`src/rtl/dm_bytelane_if.sv`:
```
// Request/response bundle between the MEM stage and the dm_bytelane data memory.
interface dm_bytelane_if;
    logic        req;
    logic        DMWr;
    logic [2:0]  DMType;
    logic [31:0] addr;
    logic [31:0] din;
    logic [31:0] pc;
    logic [31:0] dout;
    logic        ready;
    logic        err;

    modport master (
        output req, DMWr, DMType, addr, din, pc,
        input  dout, ready, err
    );

    modport slave (
        input  req, DMWr, DMType, addr, din, pc,
        output dout, ready, err
    );
endinterface

```
`src/rtl/dm_bytelane.sv`:
```
// Handshaked byte-lane data memory with wait states and misalignment flagging.
// Optional store trace to the simulator console: define DM_TRACE_EN.
//
// state  | meaning
// IDLE   | waiting for req; request fields latched on accept
// WAIT   | counting down WAIT_CYCLES wait states
// DONE   | ready pulse; store/load committed on the edge entering this state
module dm_bytelane #(
    parameter int ADDR_WIDTH  = 7,
    parameter int WAIT_CYCLES = 0
) (
    input  logic          clk,
    input  logic          rst,
    dm_bytelane_if.slave  bus
);
    localparam int         DEPTH    = 1 << ADDR_WIDTH;
    localparam logic [2:0] LP_WLOAD = (WAIT_CYCLES > 0) ? 3'(WAIT_CYCLES - 1) : 3'd0;

    typedef enum logic [1:0] {S_IDLE, S_WAIT, S_DONE} state_t;

    state_t      r_state;
    state_t      w_next;
    logic [2:0]  r_cnt;
    logic        r_wr;
    logic [2:0]  r_type;
    logic [31:0] r_addr;
    logic [31:0] r_din;
    logic [31:0] r_pc;
    logic [31:0] r_dout;
    logic        r_err;
    logic [31:0] r_mem [DEPTH];

    logic                  w_accept;
    logic                  w_enter_done;
    logic                  w_wr;
    logic [2:0]            w_type;
    logic [31:0]           w_addr;
    logic [31:0]           w_din;
    logic [31:0]           w_pc;
    logic                  w_is_half;
    logic                  w_is_byte;
    logic                  w_misal;
    logic [ADDR_WIDTH-1:0] w_idx;
    logic [31:0]           w_rword;
    logic [31:0]           w_merged;
    logic [31:0]           w_load;
    logic [7:0]            w_lane_b;
    logic [15:0]           w_lane_h;
    logic                  w_unused;

    always_comb begin
        w_next = r_state;
        case (r_state)
            S_IDLE:  if (bus.req) w_next = (WAIT_CYCLES > 0) ? S_WAIT : S_DONE;
            S_WAIT:  if (r_cnt == 3'd0) w_next = S_DONE;
            S_DONE:  w_next = S_IDLE;
            default: w_next = S_IDLE;
        endcase
    end

    assign w_accept     = (r_state == S_IDLE) && bus.req;
    assign w_enter_done = (w_next == S_DONE) && (r_state != S_DONE) && !rst;

    // With zero wait states the commit edge is also the accept edge, so use the live bus fields then.
    assign w_wr   = (r_state == S_IDLE) ? bus.DMWr   : r_wr;
    assign w_type = (r_state == S_IDLE) ? bus.DMType : r_type;
    assign w_addr = (r_state == S_IDLE) ? bus.addr   : r_addr;
    assign w_din  = (r_state == S_IDLE) ? bus.din    : r_din;
    assign w_pc   = (r_state == S_IDLE) ? bus.pc     : r_pc;

    assign w_is_half = (w_type == 3'b001) || (w_type == 3'b010);
    assign w_is_byte = (w_type == 3'b011) || (w_type == 3'b100);
    assign w_misal   = w_is_half ? w_addr[0] :
                       w_is_byte ? 1'b0 : (w_addr[1:0] != 2'b00);
    assign w_idx     = w_addr[ADDR_WIDTH+1:2];
    assign w_rword   = r_mem[w_idx];
    assign w_lane_b  = w_rword[{w_addr[1:0], 3'b000} +: 8];
    assign w_lane_h  = w_rword[{w_addr[1], 4'b0000} +: 16];

    always_comb begin
        w_merged = w_rword;
        if (w_is_byte)
            w_merged[{w_addr[1:0], 3'b000} +: 8] = w_din[7:0];
        else if (w_is_half)
            w_merged[{w_addr[1], 4'b0000} +: 16] = w_din[15:0];
        else
            w_merged = w_din;
    end

    always_comb begin
        w_load = w_rword;
        case (w_type)
            3'b001:  w_load = {{16{w_lane_h[15]}}, w_lane_h};
            3'b010:  w_load = {16'h0000, w_lane_h};
            3'b011:  w_load = {{24{w_lane_b[7]}}, w_lane_b};
            3'b100:  w_load = {24'h000000, w_lane_b};
            default: w_load = w_rword;
        endcase
    end

    always_ff @(posedge clk) begin
        if (rst) begin
            r_state <= S_IDLE;
            r_cnt   <= 3'd0;
            r_wr    <= 1'b0;
            r_type  <= 3'd0;
            r_addr  <= 32'd0;
            r_din   <= 32'd0;
            r_pc    <= 32'd0;
            r_dout  <= 32'd0;
            r_err   <= 1'b0;
        end else begin
            r_state <= w_next;
            if (w_accept) begin
                r_wr   <= bus.DMWr;
                r_type <= bus.DMType;
                r_addr <= bus.addr;
                r_din  <= bus.din;
                r_pc   <= bus.pc;
                r_cnt  <= LP_WLOAD;
            end else if ((r_state == S_WAIT) && (r_cnt != 3'd0)) begin
                r_cnt <= r_cnt - 3'd1;
            end
            if (w_enter_done) begin
                r_err <= w_misal;
                if (w_misal)
                    r_dout <= 32'd0;
                else if (!w_wr)
                    r_dout <= w_load;
            end
        end
    end

    always_ff @(posedge clk) begin
        if (w_enter_done && w_wr && !w_misal)
            r_mem[w_idx] <= w_merged;
    end

`ifdef DM_TRACE_EN
    always_ff @(posedge clk) begin
        if (w_enter_done && w_wr) begin
            if (w_misal)
                $display("misaligned store: pc = %h, addr = %h", w_pc, w_addr);
            else
                $display("pc = %h: dataaddr = %h, memdata = %h", w_pc, {w_addr[31:2], 2'b00}, w_merged);
        end
    end
`endif

    assign w_unused = ^{w_pc, w_addr[31:ADDR_WIDTH+2]};

    assign bus.ready = (r_state == S_DONE);
    assign bus.err   = r_err;
    assign bus.dout  = r_dout;
endmodule

```
`src/flat_wrapper.sv`:
```
// flat-port wrapper written by rule: the top's interface ports become plain ports
module dm_bytelane_flat 
#(
    parameter int ADDR_WIDTH  = 7,
    parameter int WAIT_CYCLES = 0
)
  (clk, rst, bus_req, bus_DMWr, bus_DMType, bus_addr, bus_din, bus_pc, bus_dout, bus_ready, bus_err);
  dm_bytelane_if bus_i ();
  input  logic clk;
  input  logic rst;
  input wire logic [$bits(bus_i.req)-1:0] bus_req;
  input wire logic [$bits(bus_i.DMWr)-1:0] bus_DMWr;
  input wire logic [$bits(bus_i.DMType)-1:0] bus_DMType;
  input wire logic [$bits(bus_i.addr)-1:0] bus_addr;
  input wire logic [$bits(bus_i.din)-1:0] bus_din;
  input wire logic [$bits(bus_i.pc)-1:0] bus_pc;
  output wire logic [$bits(bus_i.dout)-1:0] bus_dout;
  output wire logic [$bits(bus_i.ready)-1:0] bus_ready;
  output wire logic [$bits(bus_i.err)-1:0] bus_err;
  assign bus_i.req = bus_req;
  assign bus_i.DMWr = bus_DMWr;
  assign bus_i.DMType = bus_DMType;
  assign bus_i.addr = bus_addr;
  assign bus_i.din = bus_din;
  assign bus_i.pc = bus_pc;
  assign bus_dout = bus_i.dout;
  assign bus_ready = bus_i.ready;
  assign bus_err = bus_i.err;
  dm_bytelane #(.ADDR_WIDTH(ADDR_WIDTH), .WAIT_CYCLES(WAIT_CYCLES)) u_core (.clk(clk), .rst(rst), .bus(bus_i));
endmodule
```
`config.mk`:
```
export PLATFORM = sky130hd
export DESIGN_NAME = dm_bytelane_flat
export DESIGN_NICKNAME = d
export VERILOG_FILES = /design/src/rtl/dm_bytelane_if.sv /design/src/rtl/dm_bytelane.sv /design/src/flat_wrapper.sv
export SDC_FILE = /design/constraint.sdc
export NUM_CORES = 2
export LEC_CHECK = 0
export BUFFER_PORTS_ARGS = -buffer_cell sky130_fd_sc_hd__buf_2
export CORE_MARGIN = 2
export CORE_UTILIZATION = 63
export DETAILED_ROUTE_END_ITERATION = 12
export PLACE_DENSITY_LB_ADDON = 0.12
export SETUP_SLACK_MARGIN = 0.4
export SLEW_MARGIN = 0
export SYNTH_ARGS = -nofsm -noshare
export SYNTH_HDL_FRONTEND = slang
export SYNTH_SLANG_ARGS = --single-unit
```
`constraint.sdc`:
```
create_clock -name clk -period 12.5 [get_ports clk]
set_clock_uncertainty 0.1 [all_clocks]
set_input_delay 1.875 -clock clk [delete_from_list [all_inputs] [get_ports clk]]
set_output_delay 1.875 -clock clk [all_outputs]
set_load 0.01 [all_outputs]
```
Yosys cells after proc, flatten, opt, wreduce, memory -nomap -nowiden --
Memory sizes are Yosys's and may differ from the RTL's. Cells that the tools add are included.
Storage, ports and cells: register bits 83, bits in writable memories 4096, output and inout bits 34, word-level logic and storage cells 61, memories kept 1
Cells by class: $add $sub $neg 3, equal/unequal tests 9, shift-type cells 6, muxes and demuxes 18, reduce and logical (&&, ||, !) cells 16
Memory list:
- u_core.r_mem | words 128, width 32, rd ports 1, clocked after Yosys merged registers in 0, wr ports 1, line dm_bytelane.sv:31 | logic [31:0] r_mem [DEPTH];
Operators with widths (count):
- 2-to-1 mux 32 bit | 5
- case mux 32 bit (4 select lines) | 1
- bitwise mux 32 bit | 2
- variable shift 16 x 7 -> 32 bit (first input constant) | 1
- variable shift 8 x 7 -> 32 bit (first input constant) | 1
- indexed part select 16 x 7 -> 32 bit | 1
- indexed part select 32 x 6 -> 16 bit | 1
- indexed part select 32 x 6 -> 8 bit | 1
- indexed part select 8 x 7 -> 32 bit | 1
- negation 5 -> 7 bit | 2
- 2-to-1 mux 9 bit | 1
- == test 3 x 2 -> 1 bit (second input constant) | 2
- logical AND 1 bit | 6
- 2-to-1 mux 1 bit | 5
- == test 2 bit (second input constant) | 2
- 2-to-1 mux 2 bit | 2
- != test 2 bit (second input constant) | 2
- case mux 2 bit (2 select lines) | 1
- == test 3 x 1 -> 1 bit (second input constant) | 1
- == test 3 bit (second input constant) | 1
- zero test 3 bit | 1
- 2-to-1 mux 3 bit | 1
- nonzero test 3 bit | 1
- subtractor 3 x 1 -> 3 bit (second input constant) | 1
- 7 further kinds | 9

Longest topological paths before layout --
word-level depth 10, depth in mapped cells 18, depth with buffers taken out 11

Worst setup path after synthesis --
Ideal clock, no wire load.
path kind input-to-reg, from input bus_addr[2], to memory u_core.r_mem[0][31], data pin, setup time 1.197 ns, arrival 8.874 ns, required time 11.203 ns, setup slack 2.329 ns, stages 13, buffers on the path 3, cell sequence buf_4 -> or3b_1 -> buf_6 -> nand2_8 -> buf_2 -> nand2_1 -> a32oi_1 -> a31oi_1 -> o41ai_1 -> nand4_1 -> a21oi_1 -> o21ai_0 -> o21ai_0
On the way: cells in the longest elaborated chain, start to end 5, elaborated cells on any way between the ends 6
RTL lines:
- start: declaration | line flat_wrapper.sv:14 | input wire logic [$bits(bus_i.addr)-1:0] bus_addr;
- 2-to-1 mux 9 bit (*) | line dm_bytelane.sv:67 | assign w_addr = (r_state == S_IDLE) ? bus.addr : r_addr;
- memory read (128 x 32 bit) (*)
- bitwise mux 32 bit | line dm_bytelane.sv:85 | w_merged[{w_addr[1], 4'b0000} +: 16] = w_din[15:0];
- 2-to-1 mux 32 bit | line dm_bytelane.sv:84 | else if (w_is_half)
- 2-to-1 mux 32 bit (*) | line dm_bytelane.sv:82 | if (w_is_byte)
- via u_core.w_merged[31] | line dm_bytelane.sv:45 | logic [31:0] w_merged;
- end: declaration | line dm_bytelane.sv:31
Mark *: on every way through the listed nets, which the timed path passes. The rest lies on a longest branch.

Worst setup path after layout --
from input bus_addr[2], to memory u_core.r_mem[113][8], data pin
The elaborated chain is that of the path after synthesis.

==> impl_results.md <==
* P&R area growth vs syn at 11.8%
* Worst setup EP type: flip-flop
* Hold_buf cts at 0
* Fmax at 118 MHz
* Psw at 7.29 mW
* Floorplan Core Area at 248,000 sq um
* Required time worst endpoint at 13.06 ns
* Status: complete, but fails checks
* Slowest stage delay, CP at 0.87 ns
* Initial antenna violation count at 21
* # rows at 183
* Leak at 54.9 nW
* Hold Crit Class: reg2reg
* Slew @ Worst Pin at 1.61 ns
* Share of the synthesized area in the top cell type at 78.3%
* Seq pwr share at 52.0%
* CTS tree: yes
* Synth cell count leaders: edfxtp_1 (4,096), o22ai_1 (1,453), nand2_1 (902)
* Clk root buf: clkbuf_16
* Max cap viols at 1
* Final GP Congestion at 0.960
* DR iter-0 viols at 18.7k
* Drt wl/cell at 36.7 microns
* Cell area after synthesis at 157,000 sq um
* PD cells at 176 nW/um^2
* Post-CTS setup-driven buffer insertion count at 0
* Clock slew at reported path FFs at 0.06 ns
* Min cycle time layout at 8.50 ns
* Comb power frac at 8.7%
* Synth async-reset ratio at 0%
* Max Transition Viols Final at 2
* CTS resizes at 0
* Final setup violation count at 0
* IO Count at 137
* Die height at 503 microns
* Die width at 503 microns
* Initial core utilization at 63.2%
* Vias at 99.6k
* Drc violations at 0
* YS warnings at 0
* Critical Path Start Type: primary input
* Clock sinks at 4,179
* Max-slew headroom at -8.22%
* CTS Buffer Depth at 4
* CP most frequent cell: buf_4
* Vias in the first global route at 93.0k
* Area contributors post-synth: edfxtp_1 (78%), o22ai_1 (5.8%), nand2_1 (2.2%)
* Post-synth EDFFs at 4,096
* Flops & latches, synth at 4,179
* CP max FO at 128
* Critical path buffers and inverters at 5
* Fin Setup TNS at 0 ns
* CP Class: in2reg
* Final net count at 10.1k
* Synth Flop Type: edfxtp_1
* Total CTS buffers at 413
* DRT Pass-1 Iters at 6
* Failing checks: capacitance limit, slew limit
* CTS H-Tree Depth at 5
* Hold WS at 0.357 ns
* Post-DP HPWL at 255,000 microns
* Most frequent cell after synthesis: edfxtp_1
* Cell type with the largest total area after synthesis: edfxtp_1
* Register area share after synthesis at 79.3%
* Die Footprint at 253,000 sq um
* First-pass GRT wire length at 690,000 microns
* Worst path arrival time at 9.06 ns
* Global route overflow at 0
* VDD IR max at 0.176 mV
* CP max-delay cell: o31ai_2
* Period Utilization, post-route at 68.0%
* Cell count after synthesis at 9,823
* Layout cells sized above 1 at 12.4%
* Sw frac at 23.6%
* WL final at 501,000 microns
* I/O Buffers at 81
* Endpoints failing hold at 0
* Internal power at 23.6 mW
* Later-pin clock latency in the skew report at 1.04 ns
* Synth cell types at 83
* Syn nets at 9,933
* Detail Route Antenna Nets at 0
* Vias per cell at 7.29
* Clock power frac at 39.3%
* Largest net degree at the start of global routing at 158
* RSZ-0062 raised after global routing: false
* CP top delay family: buffers and inverters
* Critical-path cell list: buf_2, or3b_1, nand2_8, buf_12, buf_4, o221ai_1, o21ai_0, a21oi_1, o31ai_2, nand4_1, o221ai_1, o31a_2, buf_4, buf_4
* Syn_area_per_cell at 16.0 sq um
* Global Route Usage Sum at 39.0%
==> path summary, 6_finish.rpt <==
check	from	endpoint	cells past startpoint	slack [ns]
min	u_core.r_din[3]$_SDFFE_PP0P_	u_core.r_din[3]$_SDFFE_PP0P_	2	0.36
min reg2reg	u_core.r_din[3]$_SDFFE_PP0P_	u_core.r_din[3]$_SDFFE_PP0P_	2	0.36
max	bus_addr[2]	u_core.r_mem[113][8]$_DFFE_PP_	14	4.00
max reg2reg	u_core.r_state[0]$_SDFF_PP0_	u_core.r_mem[57][26]$_DFFE_PP_	15	4.13
==> worst reg2reg max path, cell delays in order (launching register included) <==
cell and delay (ns):
dfxtp_1 0.61, or2_2 0.57, buf_4 0.32, a21oi_4 0.71, buf_4 0.42, buf_12 0.54, o22ai_1 0.32, nor3_1 0.27
nor3_1 0.10, nor4_1 1.32, nand4_1 0.86, a21oi_2 0.62, nor2_1 0.08, a311oi_1 0.22, o31a_2 0.31, buf_4 0.57
==> cell usage in the layout (no fill, tap or decap), types with 22 or more instances in the layout <==
cell type  count
bufinv_16     42
buf_12        33
clkbuf_16    418
clkbuf_1     101
clkinv_1      83
buf_2         81
o21ai_0      113
dfxtp_1       83
nand3_1      236
o22ai_1     1453
a32oi_1       74
nand2_1      896
o221ai_1     156
a211oi_1      34
nor2_1       301
and3_1        22
a21oi_1      198
nand4_1       26
clkinv_2      72
nor4_1        57
o41ai_2       23
nor3_1       547
a222oi_1      31
mux2i_1      171
nor2_4       130
a31oi_1      152
buf_4        342
edfxtp_1    4096
o41ai_1       44
==> layout make-up <==
type / count / area [sq um]
clock buffers: 521 / 10900
well taps: 3330 / 4170
multi-input cells: 4929 / 30100
clock inverters: 219 / 2150
diodes: 10 / 25.0
repair buffers: 457 / 3640
flip-flops and latches: 4179 / 125000
inverters: 13 / 48.8
fillers: 15506 / 72800
==> registers in the layout, summed over array words and instances, names as in the netlist <==
register / cells
u_core.bus.dout: 32
u_core.bus.err: 1
u_core.r_addr: 9
u_core.r_cnt: 3
u_core.r_din: 32
u_core.r_mem: 4096
u_core.r_state: 2
u_core.r_type: 3
u_core.r_wr: 1
==> logic make-up (layout without fill, tap and decap cells) <==
logic type               Yosys count  count (layout)  share of synthesized area, %
flip-flops                      4179            4179                          79.3
AO/OA/AOI/OAI                   2471            2471                          10.4
AND/OR/NAND/NOR                 2273            2273                          6.35
buffers and inverters            715            1210                          2.67
multiplexers                     175             175                          1.12
adder cells (fa/ha/maj)            7               7                        0.0557
XOR/XNOR                           3               3                        0.0167
other                              0              10                             0
==> metrics by stage <==
stage                     setup slack (ns)  total power, mW  instance area (sq um)  util (%)  instances
after global routing                  4.12             31.5                 176000      70.7      13652
after CTS                             4.51             30.7                 176000      70.7      13647
after floorplan                       2.33             17.9                 157000         -       9823
after global placement                3.75             18.8                 163000      65.4      12907
final                                 4.00             30.8                 176000      70.7      13658
after detailed placement              3.53             18.9                 163000      65.4      12907
==> per-layer routing <==
metal	global-route usage, %	share of wire, %
met1	53.3	34
met2	57.1	44
met3	12.9	16
met4	18.6	5.6
met5	0	0.043
==> power groups by stage <==
| stage | Combinational [mW] | Sequential (mW) | Clock [mW] |
|---|---|---|---|
| finish | 2.70 | 16.0 | 12.1 |
| global route | 2.78 | 16.0 | 12.7 |
| CTS | 2.58 | 16.0 | 12.1 |
| detailed placement | 2.57 | 16.3 | 0 |
| global placement | 2.50 | 16.3 | 0 |
| floorplan | 1.44 | 16.4 | 0 |
(Power assumes the default switching activity.)
